File: src/rtl/shift_seq_ctrl.sv
// Multi-cycle shift sequencer: shifts an N-bit operand one bit position per clock
// by a variable amount (logical/arithmetic right, logical left, rotate right).
module shift_seq_ctrl #(
  parameter int N   = 8,
  parameter int SHW = 3
) (
  input  logic           clk,
  input  logic           rst_n,
  input  logic           start,
  input  logic [N-1:0]   A,
  input  logic [SHW-1:0] shamt,
  input  logic [1:0]     op,
  output logic           busy,
  output logic           done,
  output logic [N-1:0]   C,
  output logic [1:0]     o_dbg_state
);

  // Handshake: start is sampled only in IDLE; the accepting edge captures A/shamt/op.
  // done is a one-cycle registered pulse with C valid from that cycle; busy covers
  // SHIFT and DONE, during which start is ignored (no queuing).
  typedef enum logic [1:0] {
    S_IDLE  = 2'd0,
    S_SHIFT = 2'd1,
    S_DONE  = 2'd2
  } state_t;

  state_t         r_state;
  state_t         w_next_state;
  logic [N-1:0]   r_work;
  logic [N-1:0]   w_step;
  logic [SHW-1:0] r_count;
  logic [1:0]     r_op;
  logic [N-1:0]   r_c;

  always_comb begin
    w_next_state = r_state;
    w_step       = r_work;
    case (r_op)
      2'b00:   w_step = {1'b0, r_work[N-1:1]};
      2'b01:   w_step = {r_work[N-1], r_work[N-1:1]};
      2'b10:   w_step = {r_work[N-2:0], 1'b0};
      default: w_step = {r_work[0], r_work[N-1:1]};
    endcase
    case (r_state)
      S_IDLE:  if (start) w_next_state = (shamt == '0) ? S_DONE : S_SHIFT;
      S_SHIFT: if (r_count == SHW'(1)) w_next_state = S_DONE;
      S_DONE:  w_next_state = S_IDLE;
      default: w_next_state = S_IDLE;
    endcase
  end

  always_ff @(posedge clk or negedge rst_n) begin
    if (!rst_n) begin
      r_state <= S_IDLE;
      r_work  <= '0;
      r_count <= '0;
      r_op    <= 2'b00;
      r_c     <= '0;
    end else begin
      r_state <= w_next_state;
      case (r_state)
        S_IDLE: begin
          if (start) begin
            r_work  <= A;
            r_count <= shamt;
            r_op    <= op;
            // Zero shift completes straight from IDLE, so the result is the operand.
            if (shamt == '0) r_c <= A;
          end
        end
        S_SHIFT: begin
          r_work  <= w_step;
          r_count <= r_count - 1'b1;
          if (r_count == SHW'(1)) r_c <= w_step;
        end
        default: ;
      endcase
    end
  end

  assign busy        = (r_state != S_IDLE);
  assign done        = (r_state == S_DONE);
  assign C           = r_c;
  assign o_dbg_state = r_state;

endmodule
File: config.mk
export PLATFORM = sky130hd
export DESIGN_NAME = shift_seq_ctrl
export DESIGN_NICKNAME = d
export VERILOG_FILES = /design/src/rtl/shift_seq_ctrl.sv
export SDC_FILE = /design/constraint.sdc
export NUM_CORES = 1
export LEC_CHECK = 0
export ABC_AREA = 1
export CORE_ASPECT_RATIO = 1.25
export CORE_MARGIN = 10
export CORE_UTILIZATION = 33
export DETAILED_ROUTE_END_ITERATION = 6
export PLACE_DENSITY = 0.61
export SLEW_MARGIN = 20
export SYNTH_ARGS = -nofsm -noshare
export SYNTH_HDL_FRONTEND = slang
export SYNTH_SLANG_ARGS = --single-unit
File: constraint.sdc
create_clock -name clk -period 1.5 [get_ports clk]
set_input_delay 0.3 -clock clk [delete_from_list [all_inputs] [get_ports clk]]
set_output_delay 0.3 -clock clk [all_outputs]
set_load 0.005 [all_outputs]
# Yosys cells after proc, flatten, opt, wreduce, memory -nomap -nowiden
# Cells that the tools add are included.
# Widths: inputs -> output; s select.
word_totals:
  register_bits: 23
  in_bits: 16
  output_inout_bits: 12
classes:
  add_sub_neg: 1
  n_eq_ne: 8
  mux: 13
  n_reduce_logical: 9
ops:
  columns: ["operator", "count"]
  rows:
  - ["$mux 8", 4]
  - ["$pmux 8 s2", 2]
  - ["$pmux 8 s3", 1]
  - ["$mux 2", 3]
  - ["$ne 2x2->1 const B", 3]
  - ["$pmux 3 s2", 1]
  - ["$reduce_and 2->1", 3]
  - ["$eq 2x1->1 const B", 2]
  - ["$eq 2x2->1 const B", 2]
  - ["$logic_not 2->1", 2]
  - ["$pmux 2 s2", 1]
  - ["$reduce_and 4->1", 1]
  - ["$reduce_bool 2->1", 2]
  - ["$eq 3x1->1 const B", 1]
  - ["$logic_not 3->1", 1]
  - ["$mux 3", 1]
  - ["$sub 3x1->3 const B", 1]

# Longest topological paths before layout
logic_depth:
  ltp_word: 4
  depth_mapped: 8

# Worst setup path after synthesis
# Ideal clock, no wire load.
synth_timing:
  kind: "register to register"
  startpoint: "reg r_state[1] (netlist: o_dbg_state[1])"
  endpoint: "reg r_c[7] (netlist: C[7])"
  setup_time_ns: 0.116
  t_arrival_ns: 1.096
  t_required_ns: 1.384
  setup_slack_ns: 0.288
  stages_incl_launch_ff: 7
  n_path_buf: 0
  period_less_slack_ns: 1.212
  cell_sequence: "dfrtp_1 nor2_1 nand2_2 o21ai_0 nand3_2 nand2_1 nand2_1"
synth_between:
  elab_chain_cells: 3
  word_cells_on_any_way: 8
synth_rtl:
  columns: ["element", "line", "source"]
  rows:
  - ["from (decl)", "28", "state_t r_state;"]
  - ["from (signal assigned)", "61", "r_state <= w_next_state;"]
  - ["$eq 2x1->1 or $logic_not 2->1 (tied branches)", "62", "case (r_state)"]
  - ["$ne 2x2->1 (no source line) or $reduce_bool 2->1 (tied branches)", null, null]
  - ["$reduce_and 4->1 (no source line)", null, null]
  - ["to (signal assigned)", "75", "if (r_count == SHW'(1)) r_c <= w_step;"]
  - ["to (decl)", "34", "logic [N-1:0] r_c;"]
# Several ways; a longest one is shown, not always the timed one.
# A chain may end at the register's enable or synchronous reset.

# Worst setup path in the final report
layout_timing:
  startpoint: "reg r_state[1] (netlist: o_dbg_state[1])"
  endpoint: "out busy"
layout_between:
  elab_chain_cells: 1
layout_rtl:
  columns: ["element", "line", "source"]
  rows:
  - ["$reduce_bool 2->1", "82", "assign busy = (r_state != S_IDLE);"]
  - ["to (decl)", "13", "output logic busy,"]
# No other way between the ends.

==> flow_summary.yaml <==
status:
  status: "finished, final reports clean"
clock_network:
  cts_made_buffers: 3
  ctsHoldBuffers: 0
  cts_sinks: 23
  cts-htree-levels: 1
  cts_tree: "built"
  clock_latency_ns: 0.26
  cts_buffer_depth: 2
  root_buffer: "clkbuf_8"
  path_clk_slew_ns: 0.08
grt:
  grt_pass1_wl_um: 5210
  track_usage: 0.0996
  grt_pass1_vias: 1203
  grt_max_degree: 24
  antenna_found_initial: 0
  grt_overflow_total: 0
placement:
  dp_cells: 232
  dpl_cell_area_sq_um: 1570
  port-buffer-count: 27
  gp_congestion: 0.750
  hpwlAfterDp_um: 2390
  place_ws_ns: -0.0621
synth:
  ys.warnings.count: 0
  seq_area_frac_synth: 0.464
  syn_nets: 182
  ys_ff_latch: 23
  avgSynthCellArea_sq_um: 7.56
  synth_top_area_share: 0.464
  yosysUniqueCellTypes: 21
  synth.area.top_cells: "dfrtp_1, nand2_1, nand3_1"
  synth_cells: 164
  syn_area_sq_um: 1240
  post-synth-top-area-cell: "dfrtp_1"
drt:
  route.detailed.drc: 0
  dr.pass1.iters: 4
  viasPerCell: 4.70
  drt_wl_total_um: 3140
  vias: 1128
  ant_nets: 0
  wl_per_cell_um: 13.1
  drt_iter0_drc: 47
sta:
  report.final.slew_viol_count: 0
  setup_ws_ns: 0.0246
  fin_skew_ns: 0.00517
  slew_headroom: 0.732
  setup_violations: 0
  min_period_over_period: 0.984
  worst_pin_slew_ns: 0.401
  max_freq_mhz: 678
  finalWorstPathRequiredPeriod_ns: 1.48
  rsz0062_at_grt: "yes"
  hold_violations: 0
critical_path:
  worstPathArrival_ns: 1.18
  start_kind: "flop"
  crit_slowest_cell: "dfrtp_2"
  cp_cell_sequence: "buf_6 -> nor2_4 -> inv_1 -> clkdlybuf4s15_2"
  crit_family: "flip-flops"
  worstPathMaxFanout: 3
  critPathKind: "reg -> out"
  cp.required_ns: 1.20
  crit_path_max_incr_delay_ns: 0.43
  end_kind: "output pin"
  crit_buf_inv: 3
die:
  core.rowCount: 24
  die_h_um: 88.5
  die_area_sq_um: 6620
  core_area_sq_um: 3540
  io_pins: 28
  initial_utilization: 0.350
  die_w_um: 74.8
power_and_ir_drop:
  clock_power_share: 0.103
  p_leak_nw: 0.881
  ir_drop_uv: 877
  p_per_area_nw_per_um2: 2260
  netSwitchingPower_w: 0.00168
  p_int_w: 0.00208
  power_frac_comb: 0.601
  sw_frac_of_total: 0.448
  seqPwrFrac: 0.296
layout:
  nets: 220
  stdcell_count: 240
  stdcell_area_sq_um: 1670
  flow.area_growth_from_synthesis_pct: 34.4
  drive_above_1_share: 0.139
  n_antenna_cell: 0
min_path:
  hold_class: "in -> async"
run:
  max_cap_viol_count: 0
-- power by group through the flow --
| stage | clock network, W | logic (W) | registers [W] |
|---|---|---|---|
| after floorplan | 0 | 0.00146 | 0.00111 |
| after global placement | 0 | 0.00210 | 0.00112 |
| after detailed placement | 0 | 0.00217 | 0.00113 |
| after CTS | 0.000408 | 0.00227 | 0.00111 |
| after global routing | 0.000424 | 0.00257 | 0.00115 |
| final | 0.000386 | 0.00226 | 0.00111 |
-- cell usage after synthesis --
master and count:
nand2_1 74, dfrtp_1 23, inv_1 16, nand3_1 14, o21ai_0 11, nor2_1 5
inv_2 3, o21ai_1 3, buf_6 2, ha_1 2, clkbuf_2 1, inv_4 1
nand2_2 1, nand2_4 1, nand2_8 1, nand3_2 1, nor2_2 1, nor2_4 1
nor2_8 1, o22ai_1 1, or2_2 1
-- layout make-up --
class,instances,area (sq um)
Clock buffer,4,45.0
Fill cell,364,1880
Inverter,20,77.6
Multi-Input combinational cell,118,571
Sequential cell,23,577
Tap cell,39,48.8
Timing Repair Buffer,36,348
-- cell families (layout without fill, tap and decap cells) --
family	count (synthesis)	after routing	share of synthesized area
buffers and inverters	23	60	0.0848
AOI/OAI and AO/OA	15	15	0.0616
adders and majority gates	2	2	0.0202
and+or+nand+nor	101	101	0.369
DFF	23	23	0.464
-- state kept, by name, indices dropped and copies added, names as in the netlist --
register     cells
r_count          3
C                8
r_work           8
o_dbg_state      2
r_op             2
-- worst register-to-register path: cells and delay by family, from the launching register on --
kind	cells	cell delay, ns
AO/OA/AOI/OAI	1	0.08
buffers and inverters	4	0.57
flip-flops	1	0.41
AND/OR/NAND/NOR	3	0.21
-- metal layers --
metal / vias up / GRT usage / share of wire
met3: 2 / 0.0224 / 0.035
met2: 14 / 0.178 / 0.53
met4: 0 / 0.0414 / 0.0080
met1: 534 / 0.109 / 0.43
li1: 578 / - / -
met5: - / 0 / 0
-- per-stage QoR --
step                       util  setup TNS, ns  power [W]  hold WS (ns)
after CTS                 0.465      -0.000471    0.00379         0.399
after detailed placement  0.443         -0.395    0.00330         0.471
final                     0.470              0    0.00376         0.389
after floorplan               -              0    0.00256       0.00441
after global placement    0.443         -0.136    0.00322         0.470
after global routing      0.470        -0.0288    0.00414         0.402
-- cells in the final DEF (no fill, tap or decap), types with 3 or more instances in the layout --
cell,n
buf_4,8
nand3_1,14
o21ai_0,10
nor2_1,4
dfrtp_1,22
inv_2,3
inv_1,16
clkdlybuf4s50_1,23
o21ai_1,3
clkbuf_8,3
nand2_1,74
-- what timing repair did --
item / in CTS / in global routing
setup buffers: 3 / 1
pin swaps: 0 / 2
gates resized for setup: 8 / 5
endpoints found under the setup margin: 4 / 11
endpoints found under the hold margin: 0 / 0
-- path summary, 6_finish.rpt --
check	start	endpoint	slack, ns	cells past startpoint
setup / recovery	o_dbg_state[1]	busy	0.02	4
hold / removal	rst_n	r_count[0]	0.39	2
setup reg to reg	o_dbg_state[0]	r_work[6]	0.11	8
hold reg to reg	C[5]	C[5]	0.49	2
max in group asynchronous	rst_n	o_dbg_state[1]	0.86	2
min in group clk	C[5]	C[5]	0.49	2
Note: power is estimated with default switching activity, not from simulation.
==> RTL change 1: new RTL, same flow settings <==
Make the reset (`rst_n`) synchronous in one clocked block.
--- a/src/rtl/shift_seq_ctrl.sv
+++ b/src/rtl/shift_seq_ctrl.sv
@@ -50,7 +50,7 @@
     endcase
   end
 
-  always_ff @(posedge clk or negedge rst_n) begin
+  always_ff @(posedge clk) begin
     if (!rst_n) begin
       r_state <= S_IDLE;
       r_work  <= '0;
Formal check against the unedited RTL: differs if rst_n is asserted again (counterexample within 4 cycles, from zero or initial values and one cycle with rst_n low); with rst_n held inactive, the same outputs for 10 cycles.
==> RTL change 1 against the original RTL <==
Wire length down 6.9%. Sequential cell count unchanged. Cell area down 2.3%. Die area about the same. Clock skew down 0.0038 ns. Via count up 3.8%. Area after synthesis up 0.10%. Worst setup slack better by 0.034 ns. Largest cell class is now multi-input combinational cells.
Power is not compared: it rests on default switching activity, and its combinational part moved more than twofold at a synthesized area within 25%.
==> RTL change 1: results (changes against the original RTL) <==
synth_cells: 187  # was 164
skew_ns: 0.00134  # was 0.00517 ns
totalWireLength_um: 2920  # was 3140 um
slowest_stage: "clkdlybuf4s50_1"  # was dfrtp_2
fill_cells: 398  # was 364
relSlewSlack: 0.805  # was 0.732
synth_fp_nets: 205  # was 182
r2r_cells: 6  # was 8
synth_compound_area_frac: 0.126  # was 0.0616
arrival_ns: 1.14  # was 1.18 ns
crit_end: "o_dbg_state[0]"  # was busy
hold_class: "reg -> reg"  # was in -> async
r2r_start: "o_dbg_state[0]"  # unchanged
status: "complete, no violations"  # unchanged
grt_pass1_vias: 1105  # was 1203
yosys-top-cells-count: "nand2_1, inv_1, nor2_1"  # was nand2_1, dfrtp_1, inv_1
drive_above_1_share: 0.128  # was 0.139
place_area_sq_mm: 0.00157  # about the same
post-dp-hpwl_um: 2170  # was 2390 um
synth_area_leaders: "dfxtp_1, nand2_1, inv_1, nor2_1, a21oi_1"  # was dfrtp_1, nand2_1, nand3_1, inv_1, o21ai_0
reg2reg_setup_slack_ns: 0.17  # was 0.11 ns
first_iter_violations: 73  # was 47
ys_seq_area_frac: 0.371  # was 0.464
fin_crit_sh: 0.961  # was 0.984
grt_usage: 0.0962  # was 0.0996
vias: 1171  # was 1128
gp_congestion: 0.781  # was 0.750
ctsRootBufferMaster: "clkbuf_8"  # unchanged
dp.cells: 253  # was 232
synth_cell_types: 23  # was 21
pre_cts_ws_ns: -0.0579  # was -0.0621 ns
crit-reg2reg-capture: "C[7]"  # was r_work[6]
hold_slack_ns: 0.516  # was 0.389 ns
fin_nets: 237  # was 220
cp_slowest_stage_delay_ns: 0.50  # was 0.43 ns
grt_max_degree: 22  # was 24
grt_pass1_wl_um: 5040  # was 5210 um
instances_no_fill: 257  # was 240
post-cts-setup-buffer-count: 0  # was 3
synth-adder-area-share: 0.0202  # about the same
critPathTopFamily: "buffers and inverters"  # was flip-flops
yosysWarnings: 0  # unchanged
[RTL change 1: cell count changes after synthesis, sizes merged, moves of 4 or more]
cell,delta
inv,+8
nand2,-22
or2,+4
dfrtp,-23
dfxtp,+23
nand3,-4
a21oi,+13
nor2,+19
[RTL change 1: metal layers]
layer  GRT usage  vias up  wire (um)
li1            -      638          -
met1       0.119      515       1390
met2       0.155       14       1390
met3      0.0112        4         83
met4      0.0569        0         67
met5           0        -          0
[RTL change 1: what timing repair did]
| action | CTS | global route |
|---|---|---|
| setup endpoints to repair | 3 | 3 |
| hold buffers | 0 | 0 |
| cloned | 0 | 0 |
| resized for setup | 7 | 2 |
[RTL change 1: layout make-up]
class	instances	area (sq um)	area share
tap	39	48.8	0.0300
timing repair buffer	32	317	0.194
clock inverter	1	5.00	0.00307
clock buffer	3	41.3	0.0253
multi-input combinational	131	644	0.396
sequential	23	465	0.286
inverter	28	108	0.0661
==> RTL change 2: new RTL, same settings <==
Without the edit above. `SHW`: 3 -> 5.
--- a/src/rtl/shift_seq_ctrl.sv
+++ b/src/rtl/shift_seq_ctrl.sv
@@ -2,7 +2,7 @@
 // by a variable amount (logical/arithmetic right, logical left, rotate right).
 module shift_seq_ctrl #(
   parameter int N   = 8,
-  parameter int SHW = 3
+  parameter int SHW = 5
 ) (
   input  logic           clk,
   input  logic           rst_n,
Ports: changed (resized shamt); port bits go from 28 to 30. No check against the original RTL was run, so the function may have changed too.
==> RTL change 2 against the original RTL <==
Global-route usage decreased by 0.26 points. Worst setup slack improved by 0.035 ns. Power increased by 1.8%. Cell area increased by 11%. Critical path depth decreased by 3. Via count increased by 13%. Maximum frequency increased by 2.4%. Wire length increased by 5.5%. Combinational power decreased by 3%. Area after synthesis increased by 11%. Sequential cell count increased by 2. Critical endpoint is now C[1]. Largest cell class is now multi-input combinational cells. Largest power group unchanged. Highest routed layer unchanged.
==> RTL change 2: results (changes against the original RTL) <==
tightest_slew_ns: 0.336  # was 0.401 ns
leakagePower_nw: 0.980  # was 0.881 nW
gp_congestion: 0.819  # was 0.750
ctsRootBufferMaster: "clkbuf_8"  # unchanged
antenna_found_initial: 0  # unchanged
synth_xor_area_frac: 0  # unchanged
clk_pin_slew_ns: 0.09
comb_power_share: 0.575  # was 0.601
numCtsBuffers: 3  # unchanged
slowest_stage: "clkdlybuf4s50_1"  # was dfrtp_2
cp_max_fo: 2  # was 3
dr.pass1.iters: 6  # was 4
report.final.slew_viol_count: 0  # unchanged
pre_cts_ws_ns: -0.0323  # was -0.0621 ns
clock_sinks: 25  # was 23
fin_nets: 246  # was 220
grt_pass1_wl_um: 5710  # was 5210 um
cts_buffer_depth: 2  # unchanged
synth-adder-area-share: 0.0182  # was 0.0202
gr-total-overflow: 0  # unchanged
drt-met1-wl_um: 1450  # was 1350 um
grt_usage: 0.0971  # was 0.0996
vias: 1271  # was 1128
max_cap_viol_count: 0  # unchanged
synth_compound_area_frac: 0.0710  # was 0.0616
totalWireLength_um: 3320  # was 3140 um
route.met3.wl_um: 130  # was 109 um
clock_latency_ns: 0.27
synthMuxAreaShare: 0  # unchanged
fill_cells: 421  # was 364
htreeDepth: 1  # unchanged
critPathTopFamily: "buffers and inverters"  # was flip-flops
cp_slowest_stage_delay_ns: 0.51  # was 0.43 ns
dp.cells: 275  # was 232
grt_max_degree: 26  # was 24
top_layer: "met4"  # unchanged
synth_area_leaders: "dfrtp_1, nand2_1, nand3_1, inv_1, o21ai_0"  # unchanged
diodes: 0  # unchanged
max-vdd-ir-drop_v: 0.000784  # was 0.000877 V
status: "complete, no violations"  # unchanged
p_sw_w: 0.00170  # was 0.00168 W
io_buffers: 29  # was 27
first_iter_violations: 48  # was 47
yosysWarnings: 0  # unchanged
ys.flop_type: "dfrtp_1"  # unchanged
ys_seq_area_frac: 0.455  # was 0.464
wl_met2_um: 1700  # was 1660 um
pg_seq_w: 0.00122  # was 0.00111 W
syn_area_per_cell_sq_um: 7.43  # was 7.56 sq um
skew_ns: 0.00298  # was 0.00517 ns
post-dp-hpwl_um: 2620  # was 2390 um
yosys-top-cells-count: "nand2_1, dfrtp_1, nand3_1"  # was nand2_1, dfrtp_1, inv_1
hold_class: "in -> async"  # unchanged
synth_fp_nets: 205  # was 182
drive_above_1_share: 0.120  # was 0.139
synth_cell_types: 21  # unchanged
instances_no_fill: 281  # was 240
arrival_ns: 1.14  # was 1.18 ns
place_area_sq_mm: 0.00178  # was 0.00157 sq mm
synthArstFlopShare: 1.00  # unchanged
RTL change 2: changes by cell type in the layout (fill, tap and decap cells not counted), sizes merged, moves of 2 or more:
cell | before | now
nand3 | 15 | 25
buf | 9 | 12
o21ai | 14 | 16
inv | 20 | 23
a21oi | 0 | 2
dfrtp | 23 | 25
nand4 | 0 | 2
dlygate4sd2 | 0 | 2
clkdlybuf4s15 | 2 | 0
nand2 | 77 | 75
RTL change 2: final timing paths:
| path | from | endpoint | slack, ns | cells after the start |
|---|---|---|---|---|
| max | C[1] | C[1] | 0.06 | 1 |
| min | rst_n | r_count[0] | 0.39 | 2 |
| max reg2reg | o_dbg_state[0] | r_work[5] | 0.15 | 8 |
| min reg2reg | C[4] | C[4] | 0.49 | 2 |
| max in group asynchronous | rst_n | r_count[4] | 0.86 | 2 |
| min in group clk | C[4] | C[4] | 0.49 | 2 |
RTL change 2: what timing repair did:
item | 4_1_cts | 5_1_grt
gates resized for setup | 2 | 3
setup buffers | 2 | 0
hold endpoints to repair | 0 | 0
setup endpoints to repair | 3 | 3
RTL change 2: per-stage QoR:
step	total power, W	setup TNS (ns)	util
finish	0.00383	0	0.455
global route	0.00424	0	0.455
CTS	0.00391	0	0.453
detailed placement	0.00347	-0.187	0.438
global placement	0.00344	-0.00762	0.438
floorplan	0.00265	0	-
RTL change 2: routing by layer:
metal / track usage / up-vias
met3: 0.0254 / 4
met2: 0.173 / 21
li1: - / 661
met4: 0.0381 / 0
met5: 0 / -
met1: 0.106 / 585
RTL change 2: area by class of cell:
class	instances	area, sq um	area share
multi-input combinational	132	634	0.343
tap	56	70.1	0.0379
inverter	23	86.3	0.0467
sequential	25	626	0.338
clock inverter	1	7.51	0.00406
timing repair buffer	41	385	0.208
clock buffer	3	41.3	0.0223
